## src/rtl/wash_cycle_controller.sv

```systemverilog
// wash_cycle_controller: sequences soak/wash/rinse/spin phases around an
// external phase timer, drives valves and motor, pauses on an open door and
// latches a sticky fault when a phase never completes.
// Optional feature: define WASH_CTRL_SOAK_EN to include the soak phase;
// without it the cycle starts at wash and the soak actuator decode is absent.
module wash_cycle_controller #(
    parameter int WDOG_CYCLES = 1024
) (
    input  logic       clk,
    input  logic       rst_n,
    input  logic       start_btn,
    input  logic       door_closed,
    input  logic       timer_done,
    output logic [1:0] phase_sel,
    output logic       timer_start,
    output logic       timer_enable,
    output logic       fill_valve,
    output logic       drain_valve,
    output logic       motor_on,
    output logic       spin_fast,
    output logic       busy,
    output logic       cycle_done,
    output logic       fault
);

    localparam int WDOG_W = $clog2(WDOG_CYCLES + 1);
    localparam logic [WDOG_W-1:0] WDOG_LIMIT = WDOG_W'(WDOG_CYCLES);
    localparam logic [1:0] PH_SPIN = 2'b11;
`ifdef WASH_CTRL_SOAK_EN
    localparam logic [1:0] PH_FIRST = 2'b00;
`else
    localparam logic [1:0] PH_FIRST = 2'b01;
`endif

    typedef enum logic [2:0] {
        ST_IDLE  = 3'd0,
        ST_ENTRY = 3'd1,
        ST_RUN   = 3'd2,
        ST_PAUSE = 3'd3,
        ST_DONE  = 3'd4,
        ST_FAULT = 3'd5
    } state_t;

    typedef struct packed {
        logic [1:0] phase_sel;
        logic       timer_start;
        logic       timer_enable;
        logic       fill_valve;
        logic       drain_valve;
        logic       motor_on;
        logic       spin_fast;
        logic       busy;
        logic       cycle_done;
        logic       fault;
    } outs_t;

    state_t            state_r;
    logic [1:0]        phase_r;
    logic [WDOG_W-1:0] wdog_r;
    logic              pending_r;
    logic              armed_r;
    outs_t             out_r;

    logic [1:0]        phase_nxt_s;
    logic [WDOG_W-1:0] wdog_inc_s;

    assign phase_nxt_s = phase_r + 2'b01;
    assign wdog_inc_s  = wdog_r + WDOG_W'(1);

    // Actuator pattern per phase: {fill, drain, motor, spin_fast}.
    function automatic logic [3:0] actuators_f(input logic [1:0] ph);
        logic [3:0] act;
        case (ph)
`ifdef WASH_CTRL_SOAK_EN
            2'b00:   act = 4'b1000;
`endif
            2'b01:   act = 4'b0010;
            2'b10:   act = 4'b1010;
            2'b11:   act = 4'b0111;
            default: act = 4'b0000;
        endcase
        return act;
    endfunction

    // Output word for the state being entered, so every output is a flop.
    function automatic outs_t outs_f(input state_t st, input logic [1:0] ph);
        outs_t o;
        logic [3:0] act;
        o   = '0;
        act = actuators_f(ph);
        case (st)
            ST_IDLE: begin
                o.phase_sel = ph;
            end
            ST_ENTRY: begin
                o.phase_sel   = ph;
                o.timer_start = 1'b1;
                {o.fill_valve, o.drain_valve, o.motor_on, o.spin_fast} = act;
                o.busy        = 1'b1;
            end
            ST_RUN: begin
                o.phase_sel    = ph;
                o.timer_enable = 1'b1;
                {o.fill_valve, o.drain_valve, o.motor_on, o.spin_fast} = act;
                o.busy         = 1'b1;
            end
            ST_PAUSE: begin
                o.phase_sel = ph;
                o.busy      = 1'b1;
            end
            ST_DONE: begin
                o.phase_sel  = ph;
                o.cycle_done = 1'b1;
            end
            ST_FAULT: begin
                o.fault = 1'b1;
            end
            default: begin
                o.fault = 1'b1;
            end
        endcase
        return o;
    endfunction

    // Sequencer: state, phase, watchdog, restart bookkeeping and registered outputs.
    always_ff @(posedge clk or negedge rst_n) begin
        if (!rst_n) begin
            state_r   <= ST_IDLE;
            phase_r   <= 2'b00;
            wdog_r    <= '0;
            pending_r <= 1'b0;
            armed_r   <= 1'b0;
            out_r     <= '0;
        end else begin
            case (state_r)
                ST_IDLE: begin
                    if (start_btn && door_closed && armed_r) begin
                        state_r <= ST_ENTRY;
                        phase_r <= PH_FIRST;
                        armed_r <= 1'b0;
                        out_r   <= outs_f(ST_ENTRY, PH_FIRST);
                    end else begin
                        // A held button must be released before it counts again.
                        armed_r <= armed_r | ~start_btn;
                        out_r   <= outs_f(ST_IDLE, phase_r);
                    end
                end
                ST_ENTRY: begin
                    wdog_r <= '0;
                    if (!door_closed) begin
                        state_r   <= ST_PAUSE;
                        pending_r <= 1'b1;
                        out_r     <= outs_f(ST_PAUSE, phase_r);
                    end else begin
                        state_r <= ST_RUN;
                        out_r   <= outs_f(ST_RUN, phase_r);
                    end
                end
                ST_RUN: begin
                    if (timer_done) begin
                        if (phase_r == PH_SPIN) begin
                            // Final phase completes even if the door opens now.
                            state_r <= ST_DONE;
                            out_r   <= outs_f(ST_DONE, phase_r);
                        end else if (!door_closed) begin
                            state_r   <= ST_PAUSE;
                            phase_r   <= phase_nxt_s;
                            pending_r <= 1'b1;
                            out_r     <= outs_f(ST_PAUSE, phase_nxt_s);
                        end else begin
                            state_r <= ST_ENTRY;
                            phase_r <= phase_nxt_s;
                            out_r   <= outs_f(ST_ENTRY, phase_nxt_s);
                        end
                    end else if (!door_closed) begin
                        state_r   <= ST_PAUSE;
                        pending_r <= 1'b0;
                        out_r     <= outs_f(ST_PAUSE, phase_r);
                    end else if (wdog_inc_s == WDOG_LIMIT) begin
                        state_r <= ST_FAULT;
                        out_r   <= outs_f(ST_FAULT, phase_r);
                    end else begin
                        wdog_r <= wdog_inc_s;
                        out_r  <= outs_f(ST_RUN, phase_r);
                    end
                end
                ST_PAUSE: begin
                    if (door_closed && pending_r) begin
                        state_r   <= ST_ENTRY;
                        pending_r <= 1'b0;
                        out_r     <= outs_f(ST_ENTRY, phase_r);
                    end else if (door_closed) begin
                        state_r <= ST_RUN;
                        out_r   <= outs_f(ST_RUN, phase_r);
                    end else begin
                        state_r <= ST_PAUSE;
                        out_r   <= outs_f(ST_PAUSE, phase_r);
                    end
                end
                ST_DONE: begin
                    state_r <= ST_IDLE;
                    out_r   <= outs_f(ST_IDLE, phase_r);
                end
                ST_FAULT: begin
                    state_r <= ST_FAULT;
                    out_r   <= outs_f(ST_FAULT, phase_r);
                end
                default: begin
                    state_r <= ST_FAULT;
                    out_r   <= outs_f(ST_FAULT, phase_r);
                end
            endcase
        end
    end

    assign phase_sel    = out_r.phase_sel;
    assign timer_start  = out_r.timer_start;
    assign timer_enable = out_r.timer_enable;
    assign fill_valve   = out_r.fill_valve;
    assign drain_valve  = out_r.drain_valve;
    assign motor_on     = out_r.motor_on;
    assign spin_fast    = out_r.spin_fast;
    assign busy         = out_r.busy;
    assign cycle_done   = out_r.cycle_done;
    assign fault        = out_r.fault;

endmodule

```

## config.mk

```make
export PLATFORM = sky130hd
export DESIGN_NAME = wash_cycle_controller
export DESIGN_NICKNAME = d
export VERILOG_FILES = /design/src/rtl/wash_cycle_controller.sv
export SDC_FILE = /design/constraint.sdc
export NUM_CORES = 1
export LEC_CHECK = 0
export BUFFER_PORTS_ARGS = -buffer_cell sky130_fd_sc_hd__clkbuf_2
export CAP_MARGIN = 15
export CORE_ASPECT_RATIO = 1.2
export CORE_UTILIZATION = 59
export DETAILED_ROUTE_END_ITERATION = 16
export HOLD_SLACK_MARGIN = 0.15
export PLACE_DENSITY = 0.79
export SYNTH_ARGS = -nofsm -noshare
export SYNTH_HDL_FRONTEND = slang
export SYNTH_SLANG_ARGS = --single-unit
export TNS_END_PERCENT = 5
```

## constraint.sdc

```tcl
create_clock -name clk -period 2.65 [get_ports clk]
set_clock_uncertainty 0.1 [all_clocks]
set_input_delay 0.53 -clock clk [delete_from_list [all_inputs] [get_ports clk]]
set_output_delay 0.53 -clock clk [all_outputs]
set_load 0.02 [all_outputs]
```

# ---- After elaboration in Yosys (flattened, before gate mapping)
# Index checks and enable logic that the tools add are counted.
dict set report word_totals {
  word_cells 86
  out_inout_bits 11
  regBits 29
}
dict set report classes {
  n_eq_ne 21
  n_mux 35
  bitwise 2
  reduce_logical 11
  add_sub_neg 2
}
# cell n
set ops {}
lappend ops {{$mux 11} 8}
lappend ops {{$pmux 11 s5} 1}
lappend ops {{$pmux 4 s3} 2}
lappend ops {{$pmux 11 s2} 1}
lappend ops {{$mux 3} 6}
lappend ops {{$mux 9} 2}
lappend ops {{$pmux 3 s5} 1}
lappend ops {{$ne 2x2->1 const B} 7}
lappend ops {{$reduce_and 4->1} 3}
lappend ops {{$add 11x1->11 const B} 1}
lappend ops {{$eq 11x11->1 const B} 1}
lappend ops {{$eq 2x2->1 const B} 4}
lappend ops {{$mux 2} 4}
lappend ops {{$mux 8} 1}
lappend ops {{$mux 1} 7}
lappend ops {{$eq 3x2->1 const B} 2}
lappend ops {{$ne 3x3->1 const B} 2}
lappend ops {{$eq 2x1->1 const B} 2}
lappend ops {{$ne 4x4->1 const B} 1}
lappend ops {{$pmux 2 s2} 1}
lappend ops {{$reduce_bool 2->1} 2}
lappend ops {{$eq 3x1->1 const B} 1}
lappend ops {{$eq 3x3->1 const B} 1}
lappend ops {{$logic_and 1x1->1} 3}
lappend ops {{7 further kinds} 7}

# ---- Longest topological paths before layout
# Gate-level depths: netlist of run 1.
dict set report logic_depth {
  word_depth 7
  depth_mapped 8
  mapped_depth_nobuf 7
}

# ---- Least setup slack after synthesis of run 1
# No wires, ideal clock.
dict set report synth_path {
  path_type {reg2reg}
  from {reg wdog_r[0]}
  to {reg wdog_r[4]}
  required_ps 2454
  arrival_ps 1793
  path_slack_ps 661
  stages_incl_launch_ff 9
  cell_sequence {dfrtp_1 ha_1 and2_2 o22ai_1 a21o_1 a31oi_4 buf_6 a41o_1 o31ai_1}
}
dict set report synth_between {
  elab_chain_len 5
}
# item line
set synth_lines {}
lappend synth_lines {{start, declared} 59} ;# logic [WDOG_W-1:0] wdog_r;
lappend synth_lines {{start signal, assigned} 183} ;# wdog_r <= wdog_inc_s;
lappend synth_lines {{$add 11x1->11 (*)} 68} ;# assign wdog_inc_s = wdog_r + WDOG_W'(1);
lappend synth_lines {{parallel branches: the longest is 4 deep, another holds $eq 11x11->1} --}
# Every way passes the cells marked *. The select of a mux whose other input is x is not followed.
# A chain may end at the register's enable or synchronous reset.

# ---- Worst setup path after layout of run 1
dict set report layout_path {
  from {reg wdog_r[0]}
  to {reg wdog_r[7]}
}
# The elaborated chain is that of the path after synthesis.

==> flow_summary.yaml, run 1 <==
floorplanning:
  core_area_mm2: 0.00286
  ios: 16
  rows: 21
  die_h_um: 62.7
  initial_core_util: 0.633
  die_w_um: 52.6
  dieArea_mm2: 0.00330
clock_tree:
  cts_tree: "done"
  cts_buffers: 3
  htreeDepth: 1
  cts_resized: 0
  clk_pin_slew_ns: 0.15
  clockBufferDepth: 2
  cts.sinks: 28
  cts-root-buf: "clkbuf_4"
  clk_latency_ns: 0.33
place:
  placed_area_mm2: 0.00188
  port_buffers: 15
  place_ws_ns: 0.201
  hpwl_mm: 2.94
  gp_congestion: 0.934
synthesis:
  synthSimpleGateAreaFrac: 0.248
  synth-xor-area-share: 0.0138
  synth_top_family_by_area: "simple AND/OR/NAND/NOR gates"
  synth.area.mux_share: 0.0276
  syn-cell-area_mm2: 0.00181
  synth_seq_area_share: 0.386
  yosys.area.top_type: "dfrtp_1"
  synth_nets: 210
  async_reset_ff_frac: 1.00
  avgSynthCellArea_um2: 9.16
  yosys.area.top_type_share: 0.386
  synthAdderAreaFrac: 0.0483
  synth-seq-cells: 28
  synth_compound_area_frac: 0.227
  ys_top_cells_by_area: "dfrtp_1 (39%), nand2_1 (5.2%), ha_1 (4.8%), a21oi_1 (4.1%), o21ai_0 (3.3%)"
  netlist_instances: 198
  synth_edf_count: 0
  ys.flop_type: "dfrtp_1"
  post_synth_num_cell_types: 51
  ys_warn_count: 0
sta:
  hold_ws_ns: 0.428
  rsz0062_at_grt: "no"
  layout_min_cycle_time_ns: 2.50
  worst_pin_slew_ns: 0.689
  hold_viol: 0
  fin_ws_ns: 0.150
  post-route-period-util: 0.943
  setup_tns_ns: 0
  report.final.slew_viol_count: 0
  max_freq_mhz: 400
  finalSetupViolCount: 0
  relSlewSlack: 0.540
drt:
  vias: 1579
  dr.pass1.iters: 4
  routed_via_density: 6.55
  dr.first_iter.drc_count: 38
  ant_nets: 0
  wl_per_cell_um: 16.8
  wl_mm: 4.04
  drcViolationCount: 0
pwr:
  sequentialPowerShare: 0.426
  p_per_area_mw_per_mm2: 909
  intPower_w: 0.000935
  swShare: 0.465
  power.total_w: 0.00175
  power_frac_clock: 0.122
  leakagePower_nw: 0.906
  comb_power_share: 0.452
  ir_drop_mv: 0.723
  net-switching-power_w: 0.000812
critical_path:
  path_cells: "ha_1 > and2_2 > o22ai_1 > a21o_1 > a31oi_4 > nand2_1 > a31o_2"
  required_ns: 2.79
  slowest_stage: "dfrtp_1"
  arrival_ns: 2.64
  start_kind: "flop"
  r2r-start: "wdog_r[0]"
  worstSetupStartpoint: "wdog_r[0]"
  cp-end-kind: "flop"
  rrSetupSlack_ns: 0.15
  crit_fanout: 14
  crit_type: "flop to flop"
  worst_path_largest_cell_delay_ns: 0.48
min_path:
  hp-class: "primary input to flop"
  hold_start: "start_btn"
finish:
  fillers: 215
  area_growth_pct: 5.93
  final_common_cell: "dfrtp_1"
  multi_input_area_mm2: 0.00102
  drive_gt1_frac: 0.164
  nets: 220
  diodes: 0
  layout_common_cells: "dfrtp_1 (28), nand2_1 (25), a21oi_1 (15), clkbuf_2 (15), o21ai_0 (12)"
  postLayoutCellArea_mm2: 0.00192
  seq_area_um2: 701
grt:
  grt_max_degree: 29
  grt_pass1_wl_mm: 6.80
  grt_usage: 0.271
  grt_pass1_vias: 1570
  grt_antenna_before_repair: 0
  overflow: 0
status:
  run_status: "completed"
run:
  max-cap-violations: 0
## repair_timing
| action | in CTS | in global routing |
|---|---|---|
| hold buffers | 1 | 0 |
| endpoints found under the hold margin | 28 | 0 |
| buffers inserted | 0 | 0 |
## synth_stat cells, types with 4 or more instances
cell type / count
a21oi_1: 15
a31oi_1: 4
and3_1: 7
clkbuf_1: 8
dfrtp_1: 28
ha_1: 7
inv_1: 5
mux2i_1: 5
nand2_1: 25
nand2b_1: 4
nand3_1: 7
nor2_1: 11
nor3_1: 8
o21ai_0: 12
## stage by stage
step	instances	util
after floorplan	198	-
after global placement	236	0.655
after detailed placement	236	0.655
after CTS	241	0.671
after global routing	241	0.671
final	241	0.671
## state kept, by name (all words and copies together), names as in the netlist
| register | flops |
|---|---|
| timer_start | 1 |
| timer_enable | 1 |
| wdog_r | 11 |
| state_r | 3 |
| busy | 1 |
| fault | 1 |
| phase_r | 2 |
| pending_r | 1 |
| motor_on | 1 |
| cycle_done | 1 |
| drain_valve | 1 |
| phase_sel | 2 |
| fill_valve | 1 |
| armed_r | 1 |
## final cells by class
type / instances / share of cell area
multi-input cells: 152 / 0.533
flip-flops and latches: 28 / 0.365
repair buffers: 18 / 0.0521
well taps: 34 / 0.0221
clock buffers: 4 / 0.0189
inverters: 5 / 0.00977
## worst max-delay path: cells and delay by family, from the launching register on
family | cells | cell delay [ns]
flops | 1 | 0.48
simple gates | 2 | 0.52
fa+ha+maj | 1 | 0.24
compound gates | 4 | 1.07
## cell families (layout without fill, tap and decap cells)
family | after synthesis | after routing
mux | 5 | 5
buf+inv | 18 | 27
compound gates | 58 | 58
flops | 28 | 28
fa+ha+maj | 7 | 7
xor+xnor | 2 | 2
simple gates | 80 | 80
## metal layers
metal,up-vias,part of all wire,GRT usage
met3,5,0.030,0.0268
met1,780,0.42,0.320
met5,-,0,0
met2,53,0.54,0.489
met4,0,0.011,0.0954
li1,741,-,-
## power groups by stage
| stage | logic, W | clock network (W) | registers (W) |
|---|---|---|---|
| global placement | 0.000749 | 0 | 0.000736 |
| global route | 0.000878 | 0.000232 | 0.000772 |
| floorplan | 0.000622 | 0 | 0.000695 |
| CTS | 0.000785 | 0.000214 | 0.000738 |
| finish | 0.000789 | 0.000214 | 0.000744 |
| detailed placement | 0.000777 | 0 | 0.000749 |
## path summary, 6_finish.rpt
check / endpoint / depth (start not counted)
max in group asynchronous: wdog_r[7] / 2
hold / removal: armed_r / 3
setup / recovery: wdog_r[7] / 7
setup reg to reg: wdog_r[7] / 7
hold reg to reg: wdog_r[6] / 1
min in group asynchronous: phase_sel[0] / 2
Note: power is estimated with default switching activity, not from simulation.
==> inputs of run 2 (changes only) <==
Settings changed: ABC_AREA set to 1, CELL_PAD_IN_SITES_DETAIL_PLACEMENT set to 1, CELL_PAD_IN_SITES_GLOBAL_PLACEMENT set to 2, CORE_UTILIZATION 59 to 33, PLACE_DENSITY 0.79 to not set, PLACE_DENSITY_LB_ADDON set to 0.1.
==> flow_summary.yaml, run 2 <==
drt:
  drcViolationCount: 0
  dr.first_iter.drc_count: 60
  ant_nets: 0
  top_layer: "met4"
  vias: 1550
  wl_met1_mm: 1.97
  wl_mm: 4.47
  dr.pass1.iters: 4
  routed_via_density: 4.91
  wl_per_cell_um: 14.1
  wl_met2_mm: 2.38
  route.met3.wl_um: 60
pwr:
  sequentialPowerShare: 0.367
  leakagePower_nw: 0.976
  p_per_area_mw_per_mm2: 878
  power.total_w: 0.00168
  swShare: 0.459
  comb_power_share: 0.474
  net-switching-power_w: 0.000773
  intPower_w: 0.000910
  power_frac_clock: 0.159
  ir_drop_mv: 0.394
clock_tree:
  cts_buffers: 3
  cts_tree: "done"
  cts_setup_buffers: 0
  htreeDepth: 1
  cts_hold_buf: 0
  clk_latency_ns: 0.27
  cts-root-buf: "clkbuf_8"
  cts.sinks: 28
  clk_pin_slew_ns: 0.10
  clockBufferDepth: 2
  cts_resized: 0
synthesis:
  ys.flop_type: "dfrtp_1"
  synth-seq-cells: 28
  syn-cell-area_mm2: 0.00173
  yosys.area.top_type_share: 0.404
  synth_compound_area_frac: 0.0628
  yosysMostFrequentCell: "nand2_1"
  synth-xor-area-share: 0
  ys_top_cells_by_area: "dfrtp_1 (40%), nand2_1 (16%), nor2_1 (7.1%), nand3_1 (6.9%), ha_1 (5.1%)"
  synth_seq_area_share: 0.404
  netlist_instances: 240
  synthSimpleGateAreaFrac: 0.406
  avgSynthCellArea_um2: 7.22
  synth.area.mux_share: 0
  post_synth_num_cell_types: 26
  synthAdderAreaFrac: 0.0505
  synth_common_cells: "nand2_1 (76), nor2_1 (33), dfrtp_1 (28)"
  synth_edf_count: 0
  synth_top_family_by_area: "simple AND/OR/NAND/NOR gates"
  synth_nets: 252
  yosys.area.top_type: "dfrtp_1"
  ys_warn_count: 0
  async_reset_ff_frac: 1.00
critical_path:
  crit_fanout: 15
  crit_top_cell: "nand2_1"
  crit_type: "flop to flop"
  required_ns: 2.72
  crit_buf_inv: 2
  path_cells: "ha_1 > nand3_2 > clkinv_1 > nand2_1 > nand2_1 > inv_1 > nand2_1 > nor2_2 > nand3_4 > nand3_4 > nand2_2 > nand2_1 > nand2_1"
  r2r-end: "wdog_r[6]"
  crit_family: "simple AND/OR/NAND/NOR gates"
  rrSetupSlack_ns: 0.45
  rr_worst_depth: 13
  arrival_ns: 2.27
  start_kind: "flop"
  slowest_stage: "dfrtp_1"
  cp-end-kind: "flop"
  r2r-start: "wdog_r[0]"
  worst_path_largest_cell_delay_ns: 0.48
floorplanning:
  die_w_um: 68.2
  rows: 28
  core_area_mm2: 0.00497
  ios: 16
  initial_core_util: 0.348
  die_h_um: 81.4
  dieArea_mm2: 0.00555
finish:
  final_core_util: 0.385
  reg_top3: "wdog_r x11, state_r x3"
  nets: 269
  diodes: 0
  fillers: 645
  regMostFlops: "wdog_r"
  final_common_cell: "nand2_1"
  layout_common_cells: "nand2_1 (76), nor2_1 (33), dfrtp_1 (28)"
  largest_register_ffs: 11
  drive_gt1_frac: 0.145
  area_growth_pct: 10.5
sta:
  fin_ws_ns: 0.451
  hold_ws_ns: 0.194
  setup_tns_ns: 0
  relSlewSlack: 0.512
  rsz0062_at_grt: "no"
  worst_pin_slew_ns: 0.732
  layout_min_cycle_time_ns: 2.20
  post-route-period-util: 0.830
  report.final.slew_viol_count: 0
  max_freq_mhz: 455
  finalSetupViolCount: 0
  hold_viol: 0
place:
  port_buffers: 15
  gp_congestion: 0.796
  place_ws_ns: 0.419
  hpwl_mm: 3.51
grt:
  grt_usage: 0.188
  grt_pass1_wl_mm: 7.56
  grt_max_degree: 29
  grt_antenna_before_repair: 0
  grt_pass1_vias: 1576
  overflow: 0
run:
  max-cap-violations: 0
status:
  run_status: "completed"
min_path:
  hp-class: "primary input to async pin"
[run 2: kinds of logic (layout without fill, tap and decap cells)]
logic type / after synthesis / in the layout
DFF: 28 / 28
and+or+nand+nor: 155 / 155
buffers and inverters: 30 / 46
AOI/OAI and AO/OA: 20 / 20
adders and majority gates: 7 / 7
[run 2: metal layers]
metal,track usage,vias to the layer above
met5,0,-
met1,0.227,739
met2,0.340,11
met4,0.0521,0
met3,0.0225,6
li1,-,794
[run 2: how the worst max path moves through the flow]
stage,from,endpoint,slack (ns),depth (start not counted)
6_report,wdog_r[0],wdog_r[6],0.45,13
5_1_grt,wdog_r[0],wdog_r[4],0.17,13
4_1_cts,wdog_r[0],wdog_r[6],0.40,13
3_5_place_dp,wdog_r[0],wdog_r[6],0.42,13
3_3_place_gp,wdog_r[0],wdog_r[6],0.43,13
2_1_floorplan,wdog_r[0],wdog_r[3],0.79,14
[run 2: through the flow]
step,instances,cell area (µm²)
final,316,1920
after global routing,316,1920
after CTS,316,1920
after detailed placement,312,1860
after global placement,312,1860
after floorplan,240,1730
[run 2: layout make-up]
class                      instances  area (µm²)  area share
multi-input combinational        182         901       0.470
inverter                          25        93.8      0.0490
timing repair buffer              17        90.1      0.0470
sequential                        28         701       0.366
clock buffer                       4        55.1      0.0287
tap                               60        75.1      0.0392
[run 2: power groups by stage]
stage	Sequential (W)	Clock (W)	Combinational, W
2_1_floorplan	0.000671	0	0.000526
3_3_place_gp	0.000627	0	0.000815
3_5_place_dp	0.000630	0	0.000817
4_1_cts	0.000620	0.000283	0.000819
5_1_grt	0.000633	0.000299	0.000914
6_report	0.000618	0.000268	0.000797
